`config.mk`:
```
export PLATFORM = sky130hd
export DESIGN_NAME = cook_timer
export DESIGN_NICKNAME = d
export VERILOG_FILES = /design/src/rtl/cook_timer.sv
export SDC_FILE = /design/constraint.sdc
export NUM_CORES = 1
export LEC_CHECK = 0
export CORE_MARGIN = 2
export CORE_UTILIZATION = 55
export DETAILED_ROUTE_END_ITERATION = 16
export HOLD_SLACK_MARGIN = 0.15
export PLACE_DENSITY = 0.84
export SKIP_LAST_GASP = 1
export SLEW_MARGIN = 20
export SYNTH_ARGS = -nofsm -noshare
export SYNTH_HDL_FRONTEND = slang
export SYNTH_SLANG_ARGS = --single-unit
```
`constraint.sdc`:
```
create_clock -name clk -period 5.75 [get_ports clk]
set_input_delay 0.575 -clock clk [delete_from_list [all_inputs] [get_ports clk]]
set_output_delay 0.575 -clock clk [all_outputs]
set_load 0.01 [all_outputs]
```
`src/rtl/cook_timer.sv`:
```
// BCD mm:ss cook countdown; one decrement per TICKS_PER_SEC cycles while enabled, expiry pulse on reaching 00:00.
// Optional +30 s quick-add is compiled in with QUICK_ADD_EN.
module cook_timer #(
  parameter int TICKS_PER_SEC = 100
) (
  input  logic        clk,
  input  logic        resetn,
  input  logic        clearn,
  input  logic        load,
  input  logic [15:0] time_in,
  input  logic        enable,
  input  logic        quick_add,
  output logic [15:0] time_out,
  output logic        timer_done,
  output logic        expired,
  output logic        running
);

  localparam logic [1:0] S_IDLE  = 2'd0;
  localparam logic [1:0] S_ARMED = 2'd1;
  localparam logic [1:0] S_RUN   = 2'd2;
  localparam logic [1:0] S_DONE  = 2'd3;

  localparam int PW = $clog2(TICKS_PER_SEC);
  localparam logic [PW-1:0] PRE_MAX = PW'(TICKS_PER_SEC - 1);

  logic [1:0]    state_q, state_d;
  logic [15:0]   time_q, time_d;
  logic [PW-1:0] pre_q, pre_d;
  logic          done_q, expired_q, expired_d, running_q;

  function automatic logic [15:0] sanitize(input logic [15:0] t);
    logic [3:0] mt, mo, st, so;
    mt = (t[15:12] > 4'd9) ? 4'd9 : t[15:12];
    mo = (t[11:8]  > 4'd9) ? 4'd9 : t[11:8];
    st = (t[7:4]   > 4'd5) ? 4'd5 : t[7:4];
    so = (t[3:0]   > 4'd9) ? 4'd9 : t[3:0];
    return {mt, mo, st, so};
  endfunction

  function automatic logic [15:0] bcd_dec(input logic [15:0] t);
    logic [3:0] mt, mo, st, so;
    {mt, mo, st, so} = t;
    if (t == 16'h0000) return t;
    if (so != 4'd0) so = so - 4'd1;
    else begin
      so = 4'd9;
      if (st != 4'd0) st = st - 4'd1;
      else begin
        st = 4'd5;
        if (mo != 4'd0) mo = mo - 4'd1;
        else begin
          mo = 4'd9;
          mt = mt - 4'd1;
        end
      end
    end
    return {mt, mo, st, so};
  endfunction

`ifdef QUICK_ADD_EN
  // +30 s: seconds tens either absorbs it or wraps by 6 and carries one minute
  function automatic logic [15:0] add30(input logic [15:0] t);
    logic [3:0] mt, mo, st, so;
    {mt, mo, st, so} = t;
    if (st < 4'd3) return {mt, mo, st + 4'd3, so};
    if (mt == 4'd9 && mo == 4'd9) return 16'h9959;
    st = st - 4'd3;
    if (mo == 4'd9) begin
      mo = 4'd0;
      mt = mt + 4'd1;
    end else begin
      mo = mo + 4'd1;
    end
    return {mt, mo, st, so};
  endfunction
`else
  logic unused_quick_add;
  assign unused_quick_add = quick_add;
`endif

  always_comb begin
    state_d   = state_q;
    time_d    = time_q;
    pre_d     = pre_q;
    expired_d = 1'b0;
    if (!clearn) begin
      state_d = S_IDLE;
      time_d  = 16'h0000;
      pre_d   = '0;
    end else if (load && state_q != S_RUN) begin
      time_d  = sanitize(time_in);
      pre_d   = '0;
      state_d = (sanitize(time_in) == 16'h0000) ? S_IDLE : S_ARMED;
    end
`ifdef QUICK_ADD_EN
    else if (quick_add && !load && state_q != S_DONE) begin
      // the add replaces this cycle's tick, so the prescaler holds
      time_d  = add30(time_q);
      state_d = (state_q != S_IDLE && enable) ? S_RUN : S_ARMED;
    end
`endif
    else begin
      case (state_q)
        S_ARMED: if (enable) state_d = S_RUN;
        S_RUN: begin
          if (!enable) begin
            state_d = S_ARMED;
          end else if (pre_q == PRE_MAX) begin
            pre_d  = '0;
            time_d = bcd_dec(time_q);
            if (time_d == 16'h0000) begin
              state_d   = S_DONE;
              expired_d = 1'b1;
            end
          end else begin
            pre_d = pre_q + 1'b1;
          end
        end
        S_DONE:  state_d = S_IDLE;
        default: state_d = state_q;
      endcase
    end
  end

  always_ff @(posedge clk) begin
    if (!resetn) begin
      state_q   <= S_IDLE;
      time_q    <= 16'h0000;
      pre_q     <= '0;
      done_q    <= 1'b1;
      expired_q <= 1'b0;
      running_q <= 1'b0;
    end else begin
      state_q   <= state_d;
      time_q    <= time_d;
      pre_q     <= pre_d;
      done_q    <= (time_d == 16'h0000);
      expired_q <= expired_d;
      running_q <= (state_d == S_RUN);
    end
  end

  assign time_out   = time_q;
  assign timer_done = done_q;
  assign expired    = expired_q;
  assign running    = running_q;

endmodule

```
---- Word level (Yosys, flattened, before mapping) ----
Cells that the tools add are included.
W data, S select, Z words.
storage, ports and cells
  bits of input ports ..................... 22
  logic and storage cells ................. 78
  output and inout bits ................... 19
  bits in registers ....................... 28
cells by class
  reduce and logical (&&, ||, !) cells .... 11
  order comparisons ....................... 4
  multiplexer cells ....................... 41
  bitwise operators ....................... 5
  equality and inequality tests ........... 6
  $add $sub $neg .......................... 5
operators with widths
  operator               count
  $mux W16               12
  $logic_not A16 Y1      4
  $mux W4                13
  $sub A4 B1 Y4 const B  4
  $gt A4 B4 Y1 const B   3
  $mux W2                6
  $reduce_bool A4 Y1     3
  $mux W1                8
  $add A7 B1 Y7 const B  1
  $eq A7 B7 Y1 const B   1
  $mux W7                1
  $eq A2 B2 Y1 const B   3
  $pmux W2 S3            1
  $reduce_or A6 Y1       1
  $not A1 Y1             5
  $gt A4 B3 Y1 const B   1
  $reduce_or A3 Y1       1
  $eq A2 B1 Y1 const B   1
  $ne A2 B2 Y1 const B   1
  $reduce_and A2 Y1      1
  $logic_and A1 B1 Y1    1

---- Logic depth before layout (Yosys ltp) ----
  depth after elaboration ................. 21
  gate-level depth with buffers ........... 10
  gate-level depth less buffers ........... 9

---- Worst setup path before layout ----
Ideal clock, no wire load.
  path type ............................... reg-to-reg
  from .................................... reg time_q[0], in the netlist time_out[0]
  to ...................................... reg state_q[0]
  path slack .............................. 3.200 ns
  setup time .............................. 0.067 ns
  cell stages (with the launch flop) ...... 10
  buffers on the path ..................... 2
  arrival time ............................ 2.483 ns
  cells stage by stage .................... dfxtp_1 buf_6 or4_4 buf_6 nor4_4 a21boi_2 or4_4 nor4_4 o21ai_2 a21oi_2
on the way
  cells in the longest elaborated chain, start to end .. 20
  elaborated cells between the ends (all ways) .. 27
RTL lines
  element                 RTL line  RTL
  from (decl)             28        logic [15:0] time_q, time_d;
  from (signal assigned)  136       time_q <= time_d;
  $logic_not A16 Y1       44        if (t == 16'h0000) return t;
  $mux W1                 44
  $mux W1                 109       end else if (pre_q == PRE_MAX) begin
  $mux W1                 107       if (!enable) begin
  $mux W1                 104       case (state_q)
  $mux W1                 91        end else if (load && state_q != S_RUN) begin
  $mux W1                 87        if (!clearn) begin
  $mux W16 *              45        if (so != 4'd0) so = so - 4'd1;
  (+4 left out)           -
  $mux W16 *              87
  $logic_not A16 Y1 *     112       if (time_d == 16'h0000) begin
  $mux W2 *               112
  $mux W2 *               109
  $mux W2 *               107
  $pmux W2 S3 *           104
  $mux W2 *               91
  $mux W2 *               87
  to (signal assigned)    135       state_q <= state_d;
  to (decl)               27        logic [1:0] state_q, state_d;
Mark *: on every way between the ends. The rest lies on a longest branch, timed or not. The select of a mux whose other input is x is not followed.
A chain may end at the register's enable or synchronous reset.

---- Final worst setup path ----
  from .................................... in enable
  to ...................................... reg done_q, in the netlist timer_done
on the way
  cells in the longest elaborated chain, start to end .. 5
RTL lines
  element               RTL line  RTL
  from (decl)           11        input logic enable,
  $mux W16              107
  $mux W16              104
  $mux W16              91
  $mux W16              87
  $logic_not A16 Y1     138       done_q <= (time_d == 16'h0000);
  to (signal assigned)  138
  to (decl)             30        logic done_q, expired_q, expired_d, running_q;
Every way passes these cells.

==> metrics.txt <==
accumulated negative setup slack=0 ns; post-route clock skew=0.01700 ns; classification of the worst setup path=in -> reg; detailed-route wire length=4.972 mm; vias post-DR=1961; number of max-cap violations=0; kind of cell adding the most delay to the critical path=simple AND/OR/NAND/NOR gates; maximum level of the CTS H-tree=1; number of optimization iterations in the first detailed-route pass=4; Netlist Area Pre-Place=1886 sq um; kind of start point of the critical path=input pin; Die Span Y=62.55 microns; kind of end point of the critical path=flop; worst relative slew slack=46.02%; Synth Flop Type=sky130_fd_sc_hd__dfxtp_1; sequential fraction of design power=52.6%; Syn Nets=262; Core Region=3311 sq um; Yosys cell types=56; CTS clock-pin slew for the worst setup and hold paths=0.14 ns; P per Cell Area=172.3 nW/um^2; cts-stage hold buffer count=0; total grt overflow=0; total of cells resized after clock tree synthesis=0; number of enable flip-flop cells after synthesis=0; cell count after synthesis=237; standard-cell row count=21; mean number of vias per cell=6.245; largest net degree at the start of global routing=25; Crit Reg-Reg Startpoint=pre_q[2]; Leak Pwr=0.7708 nW; ant diodes=0; least setup slack across all paths after layout=2.652 ns; via count of the first global-routing pass=1824; fmax=322.8 MHz; transition time of the tightest slew-check pin=0.8024 ns; root buf cell=sky130_fd_sc_hd__clkbuf_4; origin of the worst setup path=enable; first-pass GRT wire length=8.431 mm; Worst Hold Path Cells=2; clk_lat worst skew=0.33 ns; effective utilization at floorplan=56.95%; number of remaining DRC errors=0; top-level I/O count=41; switching power total=0.1230 mW; antenna viol nets, final=0; startpoint of the lowest-slack hold path=state_q[0]; worst min-delay path category=reg -> reg; cells along the critical path=clkdlybuf4s50_1, nand3b_1, or3_1, o31a_2, o21ai_1, a21oi_1, nor4_1, a2bb2oi_1; crit path buf inv count=1; Detailed Place HPWL=3.848 mm; Critical Path Slowest Stage Cell=sky130_fd_sc_hd__or3_1; Die Span X=62.55 microns; peak ir drop on the vdd network=0.1051 mV; CTS max path bufs=2; layout cells sized above 1=7.090%; final critical-path required period=3.098 ns; total internal power=0.2731 mW; flop-to-flop setup slack=2.81 ns; number of sinks driven by the clock tree=28; Data arrival, critical path=3.35 ns; Post-CTS Setup Inserts=0; Die Footprint=3913 sq um; antenna violations before repair=0; number of hold violations in the final report=0; RSZ-0062 raised after global routing=no; number of endpoints failing setup at the final stage=0; Detailed Route Iter0 Violations=141; part of the Yosys area used for sequential elements=29.73%; proportion of power drawn by the clock network=20.8%; most common cell after layout, fill and taps aside=sky130_fd_sc_hd__clkdlybuf4s50_1; total design power=0.3962 mW; end point of the most critical hold path=state_q[1]; data required time at the worst endpoint=6.01 ns; count of input and output buffers=39; routability congestion estimate from global placement=0.9163; run status=finished, final reports clean; area delta synth->final=21.96%; share of synthesized flip-flops with an asynchronous set or reset=0%; number of filler cells placed in the layout=306; r2r worst-path depth=7; # nets final=295; highest-count cells in the layout ignoring fill and taps=sky130_fd_sc_hd__clkdlybuf4s50_1 (39), sky130_fd_sc_hd__nor2_1 (30), sky130_fd_sc_hd__dfxtp_1 (28); number of pins with negative max-slew slack in the final report=0; Yosys reg bits=28; clock tree from TritonCTS=done; delay of the slowest cell on the worst path=0.63 ns; minimum setup slack after placement=2.325 ns; Comb power frac=26.6%; total routing usage reported by global routing=26.40%; Worst R2R End=timer_done; sw frac=31.05%; final clock period utilization by the worst path=53.88%; clock buffer count from CTS=3; syn_area_per_cell=7.956 sq um; CP max FO=17; average wire per cell in the routed design=15.83 microns; warning count from the yosys run=0
[cell usage after synthesis, types with 2 or more instances]
| library cell | number | area share [%] |
|---|---|---|
| sky130_fd_sc_hd__clkbuf_1 | 9 | 1.8 |
| sky130_fd_sc_hd__o211ai_1 | 3 | 1.2 |
| sky130_fd_sc_hd__or3_1 | 5 | 1.7 |
| sky130_fd_sc_hd__mux2i_1 | 3 | 1.6 |
| sky130_fd_sc_hd__nand4b_1 | 3 | 1.4 |
| sky130_fd_sc_hd__nor3_1 | 9 | 2.4 |
| sky130_fd_sc_hd__nand3b_1 | 4 | 1.6 |
| sky130_fd_sc_hd__ha_1 | 3 | 2.0 |
| sky130_fd_sc_hd__nand2_1 | 15 | 3.0 |
| sky130_fd_sc_hd__buf_6 | 2 | 1.2 |
| sky130_fd_sc_hd__dfxtp_1 | 28 | 30 |
| sky130_fd_sc_hd__nor4_1 | 9 | 3.0 |
| sky130_fd_sc_hd__and2_1 | 7 | 2.3 |
| sky130_fd_sc_hd__nor2_1 | 30 | 6.0 |
| sky130_fd_sc_hd__o32ai_1 | 2 | 0.93 |
| sky130_fd_sc_hd__nand4_1 | 5 | 1.7 |
| sky130_fd_sc_hd__inv_1 | 7 | 1.4 |
| sky130_fd_sc_hd__nand3_1 | 7 | 1.9 |
| sky130_fd_sc_hd__or4_4 | 2 | 1.2 |
| sky130_fd_sc_hd__o31a_2 | 2 | 1.1 |
| sky130_fd_sc_hd__or4_1 | 2 | 0.80 |
| sky130_fd_sc_hd__xnor2_1 | 4 | 1.9 |
| sky130_fd_sc_hd__xor2_1 | 5 | 2.3 |
| sky130_fd_sc_hd__a31oi_1 | 3 | 1.0 |
| sky130_fd_sc_hd__a21oi_1 | 8 | 2.1 |
| sky130_fd_sc_hd__nor4_4 | 2 | 2.3 |
| sky130_fd_sc_hd__nor2b_1 | 7 | 2.3 |
| sky130_fd_sc_hd__and4_1 | 3 | 1.4 |
| sky130_fd_sc_hd__nor4b_1 | 2 | 0.93 |
| sky130_fd_sc_hd__a211oi_1 | 6 | 2.4 |
| sky130_fd_sc_hd__o31ai_1 | 3 | 1.2 |
| sky130_fd_sc_hd__o21ai_0 | 13 | 3.5 |
[per-layer routing]
| layer | GRT usage (%) | up-vias | part of all wire, % |
|---|---|---|---|
| met1 | 35.39 | 923 | 44 |
| met4 | 9.444 | 0 | 2.7 |
| met5 | 0 | - | 0 |
| met2 | 43.68 | 72 | 48 |
| li1 | - | 951 | - |
| met3 | 3.243 | 15 | 5.2 |
[worst max-delay path by stage]
| stage | to | slack, ns | cells past startpoint |
|---|---|---|---|
| 3_5_place_dp | timer_done | 2.32 | 8 |
| 3_3_place_gp | timer_done | 2.36 | 8 |
| 2_1_floorplan | state_q[0] | 3.20 | 9 |
| 4_1_cts | timer_done | 2.67 | 8 |
| 6_report | timer_done | 2.65 | 8 |
| 5_1_grt | timer_done | 2.45 | 8 |
[per-stage QoR]
step	std cells	cell area (sq um)	utilization, %	hold WS (ns)
after detailed placement	311	2277	68.78	0.5227
after global placement	311	2277	68.78	0.5052
after floorplan	237	1886	-	0.4837
after CTS	314	2300	69.46	0.5491
after global routing	314	2300	69.46	0.5835
final	314	2300	69.46	0.5444
[cell families (layout without fill, tap and decap cells)]
group                      after synthesis  count (layout)  share of synthesized area [%]
buffers and inverters                   18              49                          4.380
muxes                                    3               3                          1.593
and+or+nand+nor                        120             120                          37.49
DFF                                     28              28                          29.73
xor gates and xnor gates                 9               9                          4.180
adders and majority gates                3               3                          1.991
AOI/OAI and AO/OA                       56              56                          20.64
[sequential cells by signal, indices dropped and copies added, names as in the netlist]
signal	count
pre_q	7
timer_done	1
time_out	16
expired	1
state_q	2
running	1
[layout make-up]
type                            instances  area, sq um  share of cell area, %
Clock buffer                            3        22.52                 0.9793
Inverter                                7        26.28                  1.143
Multi-Input combinational cell        191         1242                  54.03
Sequential cell                        28        560.5                  24.37
Tap cell                               46        57.56                  2.503
Timing Repair Buffer                   39        390.4                  16.97
[power by group through the flow]
| stage | clock network, mW | registers [mW] | logic (mW) |
|---|---|---|---|
| after floorplan | 0 | 0.211 | 0.0653 |
| after global placement | 0 | 0.212 | 0.103 |
| after detailed placement | 0 | 0.212 | 0.104 |
| after CTS | 0.0838 | 0.208 | 0.104 |
| after global routing | 0.0917 | 0.210 | 0.115 |
| final | 0.0825 | 0.208 | 0.105 |
[tightest hold or removal path: stages (launching register included)]
cell and delay, ns:
sky130_fd_sc_hd__dfxtp_1 0.36, sky130_fd_sc_hd__nand2_1 0.08, sky130_fd_sc_hd__a211oi_1 0.08
No activity file was read; power rests on OpenSTA's default activity.
